<file path="src/rtl/counter_pkg.sv">
// Shared types and constants for the counter control block.
package counter_pkg;

  localparam int unsigned COUNT_W = 16;
  localparam logic [COUNT_W-1:0] COUNT_MAX = 16'd9999;

  typedef enum logic [2:0] {
    StIdle,
    StRun,
    StPause,
    StClear,
    StLoad
  } ctrl_state_e;

  // Exact-match compare, so out-of-range values (>9999) never roll over.
  function automatic logic is_rollover(input logic down, input logic [COUNT_W-1:0] value);
    return down ? (value == '0) : (value == COUNT_MAX);
  endfunction

endpackage

</file>
<file path="src/rtl/btn_sync.sv">
// Two-flop synchronizer for one asynchronous input plus a rising-edge detector.
module btn_sync (
  input  logic clk_i,
  input  logic rst_ni,
  input  logic async_i,
  output logic level_o,
  output logic rise_o
);

  logic sync1_q, sync1_d;
  logic sync2_q, sync2_d;
  logic prev_q, prev_d;

  always_comb begin
    sync1_d = async_i;
    sync2_d = sync1_q;
    prev_d  = sync2_q;
  end

  always_ff @(posedge clk_i or negedge rst_ni) begin
    if (!rst_ni) begin
      sync1_q <= 1'b0;
      sync2_q <= 1'b0;
      prev_q  <= 1'b0;
    end else begin
      sync1_q <= sync1_d;
      sync2_q <= sync2_d;
      prev_q  <= prev_d;
    end
  end

  assign level_o = sync2_q;
  // Combinational edge keeps input-to-FSM latency at two clocks.
  assign rise_o  = sync2_q & ~prev_q;

endmodule

</file>
<file path="src/rtl/counter_ctrl.sv">
// Button-driven control FSM for a 4-digit counter: tick prescaler, direction latch,
// load/clear requests and a rollover buzzer.
module counter_ctrl
  import counter_pkg::*;
#(
  parameter int unsigned TICK_DIV   = 50_000_000,
  parameter int unsigned BUZZ_TICKS = 3
) (
  input  logic               clk,
  input  logic               rst_n,
  input  logic               btn_start,
  input  logic               btn_stop,
  input  logic               btn_clear,
  input  logic               btn_load,
  input  logic               sw_updown,
  input  logic [COUNT_W-1:0] count,
  output logic               tick,
  output logic               state,
  output logic               updown,
  output logic               result_load,
  output logic               result_reset,
  output logic               buzzer,
  output logic               run_led
);

  localparam int unsigned PreW  = (TICK_DIV > 1) ? $clog2(TICK_DIV) : 1;
  localparam int unsigned BuzzW = $clog2(BUZZ_TICKS + 1);
  localparam logic [PreW-1:0]  PreMax   = PreW'(TICK_DIV - 1);
  localparam logic [BuzzW-1:0] BuzzLoad = BuzzW'(BUZZ_TICKS);

  logic start_ev, stop_ev, clear_ev, load_ev;
  logic sw_sync, sw_rise_unused;
  logic start_lvl_unused, stop_lvl_unused, clear_lvl_unused, load_lvl_unused;

  btn_sync u_sync_start (
    .clk_i  (clk),
    .rst_ni (rst_n),
    .async_i(btn_start),
    .level_o(start_lvl_unused),
    .rise_o (start_ev)
  );

  btn_sync u_sync_stop (
    .clk_i  (clk),
    .rst_ni (rst_n),
    .async_i(btn_stop),
    .level_o(stop_lvl_unused),
    .rise_o (stop_ev)
  );

  btn_sync u_sync_clear (
    .clk_i  (clk),
    .rst_ni (rst_n),
    .async_i(btn_clear),
    .level_o(clear_lvl_unused),
    .rise_o (clear_ev)
  );

  btn_sync u_sync_load (
    .clk_i  (clk),
    .rst_ni (rst_n),
    .async_i(btn_load),
    .level_o(load_lvl_unused),
    .rise_o (load_ev)
  );

  btn_sync u_sync_sw (
    .clk_i  (clk),
    .rst_ni (rst_n),
    .async_i(sw_updown),
    .level_o(sw_sync),
    .rise_o (sw_rise_unused)
  );

  ctrl_state_e      state_q, state_d;
  logic [PreW-1:0]  presc_q, presc_d;
  logic [BuzzW-1:0] buzz_q, buzz_d;
  logic             updown_q, updown_d;
  logic             rst_hold_q, rst_hold_d;
  logic             counting, tick_int, rollover;

  assign counting = (state_q == StRun) || (state_q == StLoad);
  assign tick_int = counting && (presc_q == PreMax);
  assign rollover = tick_int && (state_q == StRun) && is_rollover(updown_q, count);

  always_comb begin
    state_d = state_q;
    unique case (state_q)
      StIdle, StPause: begin
        if (load_ev) begin
          state_d = StLoad;
        end else if (start_ev) begin
          state_d = StRun;
        end
      end
      StRun: begin
        if (stop_ev) state_d = StPause;
      end
      StLoad: begin
        if (tick_int) state_d = StPause;
      end
      StClear: state_d = StIdle;
      default: state_d = StIdle;
    endcase
    if (clear_ev) state_d = StClear;
  end

  always_comb begin
    presc_d = '0;
    // Held at zero outside RUN/LOAD, so every entry starts a full tick period.
    if (counting) begin
      presc_d = (presc_q == PreMax) ? '0 : presc_q + PreW'(1);
    end

    buzz_d = buzz_q;
    if (clear_ev) begin
      buzz_d = '0;
    end else if (rollover) begin
      buzz_d = BuzzLoad;
    end else if (tick_int && (buzz_q != '0)) begin
      buzz_d = buzz_q - BuzzW'(1);
    end

    updown_d   = ((state_q == StIdle) || (state_q == StPause)) ? sw_sync : updown_q;
    rst_hold_d = 1'b0;
  end

  always_ff @(posedge clk or negedge rst_n) begin
    if (!rst_n) begin
      state_q    <= StIdle;
      presc_q    <= '0;
      buzz_q     <= '0;
      updown_q   <= 1'b0;
      rst_hold_q <= 1'b1;
    end else begin
      state_q    <= state_d;
      presc_q    <= presc_d;
      buzz_q     <= buzz_d;
      updown_q   <= updown_d;
      rst_hold_q <= rst_hold_d;
    end
  end

  assign tick         = tick_int;
  assign state        = ~counting;
  assign updown       = updown_q;
  assign result_load  = (state_q == StLoad);
  // Clear request also covers reset and the first cycle after it.
  assign result_reset = (state_q == StClear) || rst_hold_q;
  assign buzzer       = (buzz_q != '0);
  assign run_led      = (state_q == StRun);

endmodule

</file>
<file path="config.mk">
export PLATFORM = sky130hd
export DESIGN_NAME = counter_ctrl
export DESIGN_NICKNAME = d
export VERILOG_FILES = /design/src/rtl/counter_pkg.sv /design/src/rtl/btn_sync.sv /design/src/rtl/counter_ctrl.sv
export SDC_FILE = /design/constraint.sdc
export NUM_CORES = 1
export LEC_CHECK = 0
export BUFFER_PORTS_ARGS = -buffer_cell sky130_fd_sc_hd__buf_2
export CORE_MARGIN = 4
export CORE_UTILIZATION = 51
export CTS_CLUSTER_DIAMETER = 40
export CTS_CLUSTER_SIZE = 14
export DETAILED_ROUTE_END_ITERATION = 8
export GPL_TIMING_DRIVEN = 0
export PLACE_DENSITY_LB_ADDON = 0.05
export SYNTH_ARGS = -nofsm -noshare
export SYNTH_HDL_FRONTEND = slang
export SYNTH_SLANG_ARGS = --single-unit
</file>
<file path="constraint.sdc">
create_clock -name clk -period 1.95 [get_ports clk]
set_input_delay 0.0975 -clock clk [delete_from_list [all_inputs] [get_ports clk]]
set_output_delay 0.0975 -clock clk [all_outputs]
set_load 0.05 [all_outputs]
</file>
; ---- Word level (Yosys, flattened, before mapping)
; Cells that the tools add are included.
[op_classes]
n_addsub = 2
n_eq_ne = 9
n_mux = 12
n_bitwise = 9
n_reduce_logical = 13
[ops]
columns = operator, count
row1 = 26-bit 2-to-1 mux, 2
row2 = "26-bit by 1-bit adder with 26-bit output, second input constant", 1
row3 = "26-bit equality test, second input constant", 1
row4 = "16-bit by 14-bit equality test with 1-bit output, second input constant", 1
row5 = 16-bit zero test, 1
row6 = 3-bit 2-to-1 mux, 5
row7 = 3-bit one-hot mux with 3 select lines, 1
row8 = "3-bit by 2-bit equality test with 1-bit output, second input constant", 2
row9 = 2-bit 2-to-1 mux, 3
row10 = "3-bit by 1-bit inequality test with 1-bit output, second input constant", 2
row11 = 1-bit inverter, 5
row12 = 1-bit AND, 4
row13 = 1-bit logical AND, 4
row14 = "4-bit inequality test, second input constant", 1
row15 = "3-bit by 1-bit equality test with 1-bit output, second input constant", 1
row16 = "3-bit equality test, second input constant", 1
row17 = 3-bit zero test, 1
row18 = 1-bit logical OR, 3
row19 = 3-bit AND reduction, 1
row20 = 3-bit nonzero test, 1
row21 = 2-bit nonzero test, 1
row22 = 2-bit OR reduction, 1
row23 = "2-bit by 1-bit subtractor with 2-bit output, second input constant", 1
row24 = 1-bit 2-to-1 mux, 1
[totals]
reg_bits = 47
input_bits = 23
out_inout_bits = 7
elab_cells = 64

; ---- Depth between registers and ports, before layout
[depth]
ltp_word = 7
ltp_mapped = 7
depth_no_buf = 6

; ---- By module
; From an unflattened synthesis, not the netlist that was laid out.
[unflattened]
hier_cells = 209
area_unflattened_um2 = 2202.1
[by_module_without_submodules]
columns = module, n_inst, cells_each, area_each_um2, seq_area_each_um2
row1 = counter_ctrl, 1, 189, 1757.9, 827.0
row2 = btn_sync, 5, 4, 88.8, 75.1

; ---- Worst setup path after synthesis
; Ideal clock, no wire load.
[synth_path]
kind = reg2out
startpoint = reg presc_q[16]
endpoint = out tick
arrival_time_ps = 2037
required_ps = 1852
slack_ps = -185
stages_incl_launch_ff = 5
n_path_buf = 0
path_cell_list = dfrtp_1 > nor4b_2 > nand2_1 > or4_4 > nor2_1
[synth_between]
elab_chain_len = 2
[synth_rtl]
columns = item, line
row1 = start: declaration, counter_ctrl.sv:76  ; logic [PreW-1:0] presc_q, presc_d;
row2 = start signal: assignment, counter_ctrl.sv:137  ; presc_q <= presc_d;
row3 = 26-bit equality test, counter_ctrl.sv:83  ; assign tick_int = counting && (presc_q == PreMax);
row4 = 1-bit logical AND, counter_ctrl.sv:83
row5 = end: declaration, counter_ctrl.sv:17  ; output logic tick,
; Every way passes these cells.

; ---- Worst setup path after layout
[layout_path]
startpoint = reg presc_q[14]
endpoint = out tick
; The elaborated chain is that of the path after synthesis.

==> impl_results.md <==
- Crit. End Element: output port
- Post-synth top cells: 46 x dfrtp_1, 34 x nor2_1, 19 x xnor2_1
- Storage cell area: 1184 um^2
- Worst Path Max Fanout: 3
- Post-synth top area cell: dfrtp_1
- Sequential-to-total area share from yosys stat: 54.42%
- Largest net degree at the start of global routing: 48
- Starting Density: 53.31%
- Netlist area before placement: 2163 um^2
- Setup violations, final: 18
- Biggest regs: presc_q (26), state_q (3), buzz_q (2)
- Multi-input logic area: 1030 um^2
- Number of global-route vias before repair: 1590
- Min cycle time layout: 2019 ps
- Seq cells post-synth: 47
- Most Frequent Cell on Critical Path: buf_6
- Skew final: 1.891 ps
- CP cell instances: and4_1, buf_6, nand2_4, or4_4, nor2_4, buf_6
- Wire per inst: 14.15 um
- Setup TNS: -227.8 ps
- Synth unique cells: 37
- Number of hold violations in the final report: 0
- Util after Layout: 70.40%
- Nets: 301
- Vias: 1715
- Async S/R FF share, synth: 100.0%
- Critical path's top delay family: simple AND/OR/NAND/NOR gates
- Critical path class: flop to output port
- CTS root buf: clkbuf_8
- Top post-synthesis cells by area: dfrtp_1 53%, xnor2_1 7.7%, nor2_1 5.9%, nor4_1 3.2%, nand4_1 2.6%
- First-pass GRT wire length: 7.148 mm
- CTS tree: built
- First-pass detailed-route iteration total: 6
- Worst path required time: 1850 ps
- Max reg flops: 26
- CTS H-tree lvls: 2
- Fill cells: 311
- Die X: 73.13 um
- DRC viols: 0
- # clock sinks: 47
- Mapped Cells: 210
- WP buf/inv: 2
- Main flop type after synthesis: dfrtp_1
- Fmax: 495.4 MHz
- Unrepaired setup endpoints after global routing: yes
- Worst path max stage delay: 580 ps
- Slowest-stage cell, CP: or4_4
- Cell with the most instances after synthesis: dfrtp_1
- P per Cell Area: 817.3 nW/um^2
- Layout cells sized above 1: 32.49%
- RePlAce Congestion: 0.7873
- Worst ir drop on vdd: 0.4925 mV
- Area grow syn2layout: 32.04%
- Final period util: 103.5%
- Setup ws final: -68.61 ps
- Fin. max-slew vios: 0
- Ant diodes: 0
- Final Cell Area: 2856 um^2
- Register bank with the most flops: presc_q
- Core ar.: 4058 um^2
- Max-Cap Viols: 0
- DP Area: 2374 um^2
- Startpoint Class: flop
- Worst Path Arrival: 1920 ps
- Leakage: 0.001228 uW
- Ys Warns: 0
- CTS clk-pin slew, worst paths: 80 ps
- Hold Crit Class: input port to flop
- Rel. slew slack: 33.99%
- Antenna violations before repair: 0
- Die ar.: 5348 um^2
- CTS Buf Count: 5
- Total GRT Usage: 17.26%
- IO Count: 30
- Clk_lat worst skew: 300 ps
- Status: finished with violations
- Post-detailed-route count of antenna-violating nets: 0
- IO buf count: 29
- Initial drt markers: 57
- Syn_area_per_cell: 10.30 um^2
- Maximum clock path buffer count: 2
- Via-to-Cell Ratio: 5.245
- Total gr overflow: 0
- Worst-Margin Slew: 990.2 ps
- Failing checks: negative setup slack
- Top-area cell type share of the netlist area: 53.21%
- Row cnt: 23
- Syn Nets: 235
- Post-synth EDFFs: 0
- Die Y-Extent: 73.13 um
- Total power: 2335 uW
- Post-DP HPWL: 2.818 mm
- Drt total wl: 4.626 mm
[metal layers]
| metal | global-route usage (%) | vias to the layer above | part of all wire [%] |
|---|---|---|---|
| met5 | 0 | - | 0 |
| met2 | 26.81 | 42 | 47 |
| met1 | 23.91 | 812 | 46 |
| met4 | 5.123 | 0 | 1.1 |
| met3 | 4.270 | 5 | 5.8 |
| li1 | - | 856 | - |
[metrics by stage]
step,setup slack [ps],hold WS (ps),instances
CTS,-36.84,209.8,321
finish,-68.61,198.7,327
global placement,-65.21,205.7,289
floorplan,36.68,-198.1,210
detailed placement,-95.78,206.8,289
global route,-121.9,207.3,327
[kinds of logic after synthesis]
| group | Yosys count | share of synthesized area [%] |
|---|---|---|
| other | 1 | 0.1733 |
| xor gates and xnor gates | 25 | 10.12 |
| and+or+nand+nor | 105 | 26.14 |
| AOI/OAI and AO/OA | 14 | 3.991 |
| adders and majority gates | 2 | 1.157 |
| buffers and inverters | 14 | 2.950 |
| muxes | 2 | 1.041 |
| DFF | 47 | 54.42 |
[timing repair]
item	CTS	global route
resized for setup	19	15
hold endpoints to repair	26	0
pin swaps	8	5
gates cloned	0	1
buffers inserted	18	5
hold buffers	6	0
endpoints found under the setup margin	23	24
[report_power, final]
| group | internal (uW) | switching, uW | total, uW | leakage (uW) |
|---|---|---|---|---|
| combinational | 253 | 419 | 671 | 0.000584 |
| sequential | 1040 | 55.4 | 1100 | 0.000604 |
| clock | 249 | 317 | 567 | 0.0000402 |
| total | 1540 | 791 | 2330 | 0.00123 |
[worst reg2reg max path, cell delays in order (launching register included)]
cell     delay (ps)
dfrtp_1         380
and4_1          220
buf_6           110
nand2_4          50
buf_4           150
or4_4           530
or3_4           420
o21ai_2          60
[layout by cell type (no fill, tap or decap), drive strengths merged]
cell         netlist  routed
buf                3      55
dfrtp             46      46
nor2              34      34
xnor2             19      19
nand2             13      13
nand3             12      12
nor4              11      11
inv               10      10
nand4              9       9
nor3               7       7
clkbuf             1       7
xor2               6       6
dlygate4sd3        0       6
a21oi              4       4
o21ai              4       4
nand2b             3       3
nor2b              3       3
and4               3       3
and3               3       3
nor4b              2       2
or4                2       2
clkinvlp           0       2
mux2               2       2
ha                 2       2
nor3b              1       1
a21o               1       1
a32oi              1       1
o31ai              1       1
a211o              1       1
a31oi              1       1
or3                1       1
and2               1       1
o21bai             1       1
clkinv             0       1
dfstp              1       1
conb               1       1
[path summary, 6_finish.rpt]
check,from,endpoint,slack [ps],cells after the start
max,presc_q[14],tick,-70,6
min,count[6],buzz_q[0],200,5
max reg2reg,presc_q[14],buzz_q[1],-30,7
min reg2reg,u_sync_start.sync1_q,u_sync_start.level_o,350,0
max in group asynchronous,rst_n,presc_q[16],770,2
min in group asynchronous,rst_n,presc_q[5],500,2
[area by class of cell]
| cell class | instances | share of cell area (%) |
|---|---|---|
| inverter | 10 | 1.314 |
| multi-input combinational | 149 | 36.05 |
| clock buffer | 5 | 2.409 |
| clock inverter | 3 | 0.7008 |
| buffer | 4 | 1.577 |
| timing repair buffer | 59 | 14.32 |
| tap | 50 | 2.190 |
| sequential | 47 | 41.44 |
Note: power is estimated with default switching activity, not from simulation.
